$ cat config.mk
export PLATFORM = sky130hd
export DESIGN_NAME = hram_bus_responder
export DESIGN_NICKNAME = d
export VERILOG_FILES = /design/src/rtl/bus_pkg.sv /design/src/rtl/hram_array.sv /design/src/rtl/hram_bus_responder.sv
export SDC_FILE = /design/constraint.sdc
export NUM_CORES = 1
export LEC_CHECK = 0
export CAP_MARGIN = 30
export CORE_MARGIN = 1.5
export CORE_UTILIZATION = 40
export CTS_CLUSTER_DIAMETER = 40
export CTS_CLUSTER_SIZE = 14
export DETAILED_ROUTE_END_ITERATION = 12
export DONT_BUFFER_PORTS = 1
export GPL_TIMING_DRIVEN = 0
export PLACE_DENSITY = 0.58
export REMOVE_ABC_BUFFERS = 1
export SLEW_MARGIN = 20
export SYNTH_ARGS = -nofsm -noshare
export SYNTH_HDL_FRONTEND = slang
export SYNTH_SLANG_ARGS = --single-unit
$ cat constraint.sdc
create_clock -name clk -period 3.2 [get_ports clk]
set_input_delay 0.64 -clock clk [delete_from_list [all_inputs] [get_ports clk]]
set_output_delay 0.64 -clock clk [all_outputs]
set_load 0.1 [all_outputs]
$ cat src/rtl/bus_pkg.sv
// Shared types, constants and address decode for the CPU external-bus responders.
package bus_pkg;

  typedef enum logic [1:0] {
    T1 = 2'd0,
    T2 = 2'd1,
    T3 = 2'd2,
    T4 = 2'd3
  } t_phase_e;

  typedef enum logic [1:0] {
    S_IDLE,
    S_ADR,
    S_DATA,
    S_COMMIT
  } phase_state_e;

  typedef enum logic [1:0] {
    ACC_NONE,
    ACC_RD,
    ACC_WR
  } access_e;

  typedef struct packed {
    logic ram;
    logic ie;
  } hit_t;

  localparam logic [15:0] HRAM_BASE  = 16'hFF80;
  localparam int          HRAM_DEPTH = 127;
  localparam logic [15:0] IE_ADR     = 16'hFFFF;
  localparam logic [7:0]  OPEN_BUS   = 8'hFF;

  // IE wins if it ever overlaps the RAM window; ie_adr == 0 disables IE.
  function automatic hit_t decode_hit(input logic [15:0] adr, input logic [15:0] base,
                                      input int depth, input logic [15:0] ie_adr);
    hit_t h;
    int   a;
    int   b;
    a     = int'(adr);
    b     = int'(base);
    h.ie  = (ie_adr != 16'h0000) && (adr == ie_adr);
    h.ram = !h.ie && (a >= b) && (a < b + depth);
    return h;
  endfunction

endpackage

$ cat src/rtl/hram_array.sv
// Synchronous single-port byte RAM; a read in the same cycle as a write returns the old data.
module hram_array #(
  parameter int DEPTH = 127,
  parameter int IDX_W = 7
) (
  input  logic             clk,
  input  logic             en,
  input  logic             we,
  input  logic [IDX_W-1:0] addr,
  input  logic [7:0]       wdata,
  output logic [7:0]       rdata
);

  logic [7:0] mem [DEPTH];

  // NOTE: storage has no reset so it maps onto RAM macros; contents are undefined until written.
  always_ff @(posedge clk) begin
    if (en) begin
      if (we) mem[addr] <= wdata;
      rdata <= mem[addr];
    end
  end

endmodule

$ cat src/rtl/hram_bus_responder.sv
// High-RAM and IE responder: tracks the CPU T-state, serves reads/writes and flags protocol errors.
module hram_bus_responder
  import bus_pkg::*;
#(
  parameter logic [15:0] BASE   = HRAM_BASE,
  parameter int          DEPTH  = HRAM_DEPTH,
  parameter logic [15:0] IE_ADR = bus_pkg::IE_ADR
) (
  input  logic        clk,
  input  logic        nreset,
  input  logic [1:0]  t_phase,
  input  logic [15:0] cpu_adr,
  input  logic        cpu_rd,
  input  logic        cpu_wr,
  input  logic [7:0]  cpu_dout,
  output logic [7:0]  cpu_din,
  output logic        sel,
  output logic [4:0]  ie,
  output logic        err
);

  localparam int IDX_W = (DEPTH > 1) ? $clog2(DEPTH) : 1;

  phase_state_e     state_q, state_d;
  t_phase_e         ph;
  logic             phase_fault;
  hit_t             hit_now;
  access_e          acc_d, acc_q;
  logic             ie_sel_q;
  logic [IDX_W-1:0] idx_now, idx_q;
  logic             rd_edge, load_edge, commit_edge;
  logic             ram_en, ram_we;
  logic [7:0]       ram_q;

  assign ph      = t_phase_e'(t_phase);
  assign hit_now = decode_hit(cpu_adr, BASE, DEPTH, IE_ADR);
  assign idx_now = IDX_W'(cpu_adr - BASE);

  // NOTE: every always_comb output gets a default first so no path leaves it unassigned (no latch).
  always_comb begin
    acc_d = ACC_NONE;
    if ((hit_now.ram || hit_now.ie) && (cpu_rd ^ cpu_wr))
      acc_d = cpu_rd ? ACC_RD : ACC_WR;
  end

  // T1 always starts a new M-cycle; a T1 arriving mid-cycle is still an ordering error.
  always_comb begin
    state_d     = state_q;
    phase_fault = 1'b0;
    if (ph == T1) begin
      state_d     = S_ADR;
      phase_fault = (state_q != S_IDLE);
    end else begin
      unique case (state_q)
        S_IDLE:   state_d = S_IDLE;
        S_ADR:    begin state_d = (ph == T2) ? S_DATA   : S_IDLE; phase_fault = (ph != T2); end
        S_DATA:   begin state_d = (ph == T3) ? S_COMMIT : S_IDLE; phase_fault = (ph != T3); end
        S_COMMIT: begin state_d = S_IDLE;                          phase_fault = (ph != T4); end
        default:  state_d = S_IDLE;
      endcase
    end
  end

  // NOTE: sequential state uses non-blocking assignments so all registers update from pre-edge values.
  always_ff @(posedge clk or negedge nreset) begin
    if (!nreset) state_q <= S_IDLE;
    else         state_q <= state_d;
  end

  assign rd_edge     = (state_q == S_ADR)    && (ph == T2) && (acc_q == ACC_RD);
  assign load_edge   = (state_q == S_DATA)   && (ph == T3) && (acc_q == ACC_RD);
  assign commit_edge = (state_q == S_COMMIT) && (ph == T4) && (acc_q == ACC_WR);
  assign ram_en      = (rd_edge || commit_edge) && !ie_sel_q;
  assign ram_we      = commit_edge && !ie_sel_q;

  always_ff @(posedge clk or negedge nreset) begin
    if (!nreset) begin
      acc_q    <= ACC_NONE;
      ie_sel_q <= 1'b0;
      idx_q    <= '0;
      sel      <= 1'b0;
      cpu_din  <= OPEN_BUS;
      ie       <= '0;
      err      <= 1'b0;
    end else begin
      if (phase_fault) err <= 1'b1;
      if (ph == T1) begin
        acc_q    <= acc_d;
        ie_sel_q <= hit_now.ie;
        idx_q    <= idx_now;
        sel      <= 1'b0;
        cpu_din  <= OPEN_BUS;
        if (cpu_rd && cpu_wr) err <= 1'b1;
      end else if (phase_fault) begin
        acc_q   <= ACC_NONE;
        sel     <= 1'b0;
        cpu_din <= OPEN_BUS;
      end else begin
        if (rd_edge)   sel     <= 1'b1;
        if (load_edge) cpu_din <= ie_sel_q ? {3'b111, ie} : ram_q;
        if (commit_edge && ie_sel_q) ie <= cpu_dout[4:0];
      end
    end
  end

  hram_array #(
    .DEPTH(DEPTH),
    .IDX_W(IDX_W)
  ) u_ram (
    .clk  (clk),
    .en   (ram_en),
    .we   (ram_we),
    .addr (idx_q),
    .wdata(cpu_dout),
    .rdata(ram_q)
  );

endmodule

Word-level counts from Yosys, hierarchy flattened
Memories as Yosys holds them, arrays and structs flattened. A register that Yosys moved wholly into a read port is not among the register bits.
Index checks and enable logic that the tools add are counted.
{"block": "op_classes", "n_addsub": 1, "order_cmp": 2, "n_eq_ne": 12, "muxes": 23, "bitwise": 3, "reduce_logical": 25}
{"operator": "$mux 8", "count": 4}
{"operator": "$eq 16x16->1 const B", "count": 1}
{"operator": "$ge 16x16->1 const B", "count": 1}
{"operator": "$lt 16x16->1 const B", "count": 1}
{"operator": "$mux 2", "count": 7}
{"operator": "$logic_and 1x1->1", "count": 13}
{"operator": "$eq 2x2->1 const B", "count": 5}
{"operator": "$mux 1", "count": 10}
{"operator": "$sub 7x1->7 const B", "count": 1}
{"operator": "$eq 2x1->1 const B", "count": 3}
{"operator": "$pmux 2 s3", "count": 1}
{"operator": "$reduce_bool 3->1", "count": 2}
{"operator": "$logic_not 2->1", "count": 2}
{"operator": "$ne 2x2->1 const B", "count": 2}
{"operator": "$reduce_bool 2->1", "count": 2}
{"operator": "$pmux 1 s3", "count": 1}
{"operator": "$reduce_and 3->1", "count": 1}
{"operator": "$logic_not 1->1", "count": 2}
{"operator": "$logic_or 1x1->1", "count": 2}
{"operator": "$ne 2x1->1 const B", "count": 1}
{"operator": "$not 1->1", "count": 2}
{"operator": "$reduce_or 2->1", "count": 1}
{"operator": "$xor 1x1->1", "count": 1}
{"block": "word_totals", "reg_bits": 27, "ram_bits": 1016, "output_inout_bits": 15, "elab_cells": 75, "mem_count": 1}
{"name": "u_ram.mem", "words": 127, "word_bits": 8, "rd": 1, "rd_ports_with_merged_regs": 1, "wr": 1, "line_no": "hram_array.sv:14", "text": "logic [7:0] mem [DEPTH];"}

Longest topological paths before layout
{"block": "depth", "ltp_word": 8, "ltp_mapped": 11, "depth_no_buf": 7}

Hierarchy
Synthesis repeated with hierarchy kept, for this count alone.
{"block": "unflattened", "cells_unflattened": 2471, "hier_area_um2": 41121.9}
{"module": "hram_array", "instances": 1, "cells_each": 2360, "area_each_um2": 39791.9, "seq_area_each_um2": 30749.5}
{"module": "hram_bus_responder", "instances": 1, "cells_each": 111, "area_each_um2": 1330.0, "seq_area_each_um2": 685.7}

Least setup slack after synthesis
OpenSTA, ideal clock, no wires.
{"block": "synth_path", "path_kind": "register to register", "from": "register idx_q[2]", "to": "memory u_ram.mem[88][0] (enable)", "setup_ns": 0.370, "arrival_ns": 2.364, "path_slack_ns": 0.465, "path_stages_with_launch": 10, "path_buffers": 6, "period_less_slack_ns": 2.735, "cell_sequence": "dfrtp_1 buf_6 buf_2 buf_4 buf_4 buf_6 nor4_1 nand2_1 buf_2 nor2_1"}
{"item": "start, declared", "line_no": "hram_bus_responder.sv:30", "text": "logic [IDX_W-1:0] idx_now, idx_q;"}
{"item": "start signal, assigned", "line_no": "hram_bus_responder.sv:90", "text": "idx_q <= idx_now;"}
{"item": "end, declared", "line_no": "hram_array.sv:14"}
No word-level cell before the write port.

==> key figures <==
Synthesis
  – Share of the synthesized area in the top cell type: 74.6%
  – Largest area contributor in the netlist: edfxtp_1
  – Cells after Synth: 2,554
  – Async S/R FF share, synth: around 2.6%
  – Synth Flop Type: edfxtp_1
  – Syn_area_per_cell: 16.1 um^2
  – EDFF count, synth: 1,024
  – Synth top area cells: edfxtp_1, a221oi_1, nor2_1
  – Yosys reg bits: 1,051
  – YS warnings: 0
  – Netlist Area Pre-Place: approximately 0.041 mm^2
  – Post-synthesis cell type count: 70
  – Seq/Total Area, Yosys: 76.2%

Global route
  – Grt ovf: 0
  – Initial antenna violation count: 6
  – Pin count of the biggest net entering global routing: 129
  – Vias in the first global route: ~25,000
  – Total GRT Usage: 25.6%
  – First-pass GRT wire length: 189 mm

Finish
  – Most frequent cells in the layout: edfxtp_1, a221oi_1, clkbuf_16
  – Fill count: 8,360
  – Layout Nets: 2,671
  – Commonest non-fill, non-tap cell in the layout: edfxtp_1
  – Final cell count without fillers: between 4,000 and 5,000
  – Area occupied by multi-input gates: 0.0101 mm^2
  – P&R area growth vs syn: 22.2%
  – Share of layout cells above drive strength 1: 25.8%
  – Storage element area: 0.0315 mm^2

Power and ir drop
  – Switching part of the total: 25.5%
  – PD cells: approximately 700 mW/mm^2
  – Internal power: roughly 27,000 uW
  – Sequential Power Share: 42.4%
  – Logic pwr share: between 10% and 20%
  – Tot Pwr: 35,900 uW
  – Peak VDD IR: 0.000480 V
  – Total net switching power: 9140 uW
  – Leakage: 0.0160 uW
  – Clock power share: 44.0%

Route
  – Post-route DRC violation count: 0
  – WL per Instance: 33.1 um
  – Post-DRT Antenna Nets: 0
  – Detailed Routing Iterations Pass 1: 8
  – Starting DRC count in detailed routing: 3,813
  – DR vias/cell: between 6 and 7
  – DRT Wirelength: 136 mm
  – Via Count: 26,300

Critical path
  – Crit-path most repeated cell: buf_16
  – Reg2Reg Launch Point: idx_q[2]$_DFFE_PN0P_
  – CP Launch Type: register
  – CP top delay family: compound AO/OA/AOI/OAI gates
  – Slowest CP cell: a221oi_1
  – CP Data Arrival Time: approximately 3.8 ns
  – Crit-path max cell delay: about 0.7 ns
  – Worst Path Max Fanout: 8
  – Crit path cell chain: buf_16 > buf_16 > buf_4 > mux2_2 > a221o_1 > a221oi_1 > or4_1 > a31oi_2 > a211o_1
  – Crit Path Class: register to register
  – Buf/Inv on CP: 3
  – CP Data Required Time: 3.63 ns
  – Crit. End Element: register
  – Crit path from: idx_q[2]$_DFFE_PN0P_

CTS
  – CTS tree: done
  – Worst-path clk slew: approximately 0.060 ns
  – Total number of H-tree levels: 4
  – CTS buffer count: 133
  – Worst-skew pair later-pin latency: 0.74 ns
  – Clock Path Buffers: 3
  – Master cell of the clock root buffer: clkbuf_16
  – Clock sink total: 1,051

STA
  – Final Setup Violations: 96
  – Slack of the critical path: -0.192 ns
  – Worst-margin pin slew: 1.18 ns
  – Slew Limit Fails: 0
  – Fin. Hold Viols: 0
  – Setup TNS: -6.02 ns
  – Crit share post-route: 106%
  – Clock skew: roughly 0.028 ns
  – Fmax achieved: 0.295 GHz
  – Normalized max-slew margin: 20.9%
  – Final min period: 3.39 ns
  – RSZ-0062 raised after global routing: true

Hold path
  – Startpoint of the worst hold path: cpu_dout[6]
  – Hold Crit Class: input port to register

Floorplanning
  – Die area: approximately 0.11 mm^2
  – Core area: 0.102 mm^2
  – Row cnt: 117
  – Die Y: roughly 320 um
  – Initial core utilization: roughly two fifths
  – Die width: between 300 and 400 um
  – IO Count: 45

Placement
  – Inst Count DP: 3,777
  – I/O Buffers: 0
  – Post-DP HPWL: 71.4 mm
  – Routability Congestion: 0.813
  – Placement Setup Slack: -1.40 ns

Run
  – Total of max-cap violations: 0

Run status
  – Failing checks: negative setup slack
  – Status: finished, violations left
[worst reg2reg max path, cell delays in order (launching register included)]
cell,delay (ns)
dfrtp_4,0.50
buf_16,0.17
buf_16,0.16
buf_4,0.18
mux2_2,0.27
a221o_1,0.30
a221oi_1,0.71
or4_1,0.24
a31oi_2,0.16
a211o_1,0.40
[power by group through the flow]
stage | Combinational (uW) | Sequential, uW | Clock, uW
floorplan | 1820 | 15700 | 0
global placement | 3310 | 15900 | 0
detailed placement | 3710 | 15600 | 0
CTS | 4560 | 15200 | 15900
global route | 4990 | 15200 | 16400
finish | 4880 | 15200 | 15800
[per-layer routing]
layer  track usage [%]  share of wire [%]
met5                 0              0.033
met4              11.2                4.0
met3              6.50                 12
met2              39.2                 46
met1              34.7                 38
[stage by stage]
stage	area [um^2]	util, %	hold WS [ns]
final	50400	49.4	0.0168
after global routing	50400	49.4	-0.00355
after CTS	49800	48.8	0.0000146
after detailed placement	43300	42.4	0.345
after global placement	42000	41.2	0.345
after floorplan	40300	-	0.344
[cell usage after synthesis (5+ instances only)]
library cell  number
dfrtp_1           19
a32oi_1            5
inv_1              9
buf_2             76
dfstp_2            8
o221ai_1          11
clkbuf_1          82
nor3_1            21
o22ai_1           33
mux2i_1           69
a211o_1            5
nor4_1             6
nand3_1           23
buf_4             13
mux4_2            25
a22o_1            26
a221o_1           14
o21ai_0          101
o211ai_1          14
edfxtp_1        1024
mux2_2            53
nand2_1          141
a31oi_1           11
buf_6              6
a21boi_0           6
a221oi_1         182
buf_1             21
a222oi_1          22
nor2b_1           22
nor2_1           216
a211oi_1          20
a21oi_1          115
a22oi_1           73
nand4_1            9
[what timing repair did]
action / 4_1_cts / 5_1_grt
resized for setup: 235 / 81
endpoints found under the hold margin: 69 / 5
endpoints found under the setup margin: 1024 / 538
cloned: 18 / 2
setup buffers: 55 / 13
pin swaps: 28 / 23
hold buffers: 10 / 1
[registers in the layout, indices dropped and copies added, names as in the netlist]
name / cells
state_q: 2
u_ram.rdata: 8
acc_q: 2
sel: 1
idx_q: 7
err: 1
u_ram.mem: 1016
cpu_din: 8
ie_sel_q: 1
ie: 5
[logic make-up after synthesis]
family                   synth area share (%)
AO/OA/AOI/OAI                            12.1
buffers and inverters                    2.36
flip-flops                               76.2
AND/OR/NAND/NOR                          4.74
adder cells (fa/ha/maj)                0.0303
multiplexers                             4.49
[final cells by class]
class                      count  share of cell area, %
timing repair buffer         144                   4.71
multi-input combinational   1299                   20.0
antenna                        2                0.00993
sequential                  1051                   62.4
clock buffer                 148                   6.97
tap                         1368                   3.40
clock inverter                89                   2.34
inverter                      11                  0.117
[final timing paths]
path,endpoint,cells past startpoint,slack [ns]
worst max-delay path,u_ram.rdata[7]$_DFFE_PP_,9,-0.19
max in group asynchronous,cpu_din[5]$_DFFE_PN1P_,2,2.60
worst max register to register,u_ram.rdata[7]$_DFFE_PP_,9,-0.19
min in group asynchronous,sel$_DFFE_PN0P_,2,0.36
worst min-delay path,u_ram.mem[73][6]$_DFFE_PP_,0,0.02
worst min register to register,acc_q[0]$_DFFE_PN0N_,1,0.53
No activity file was read; power rests on OpenSTA's default activity.
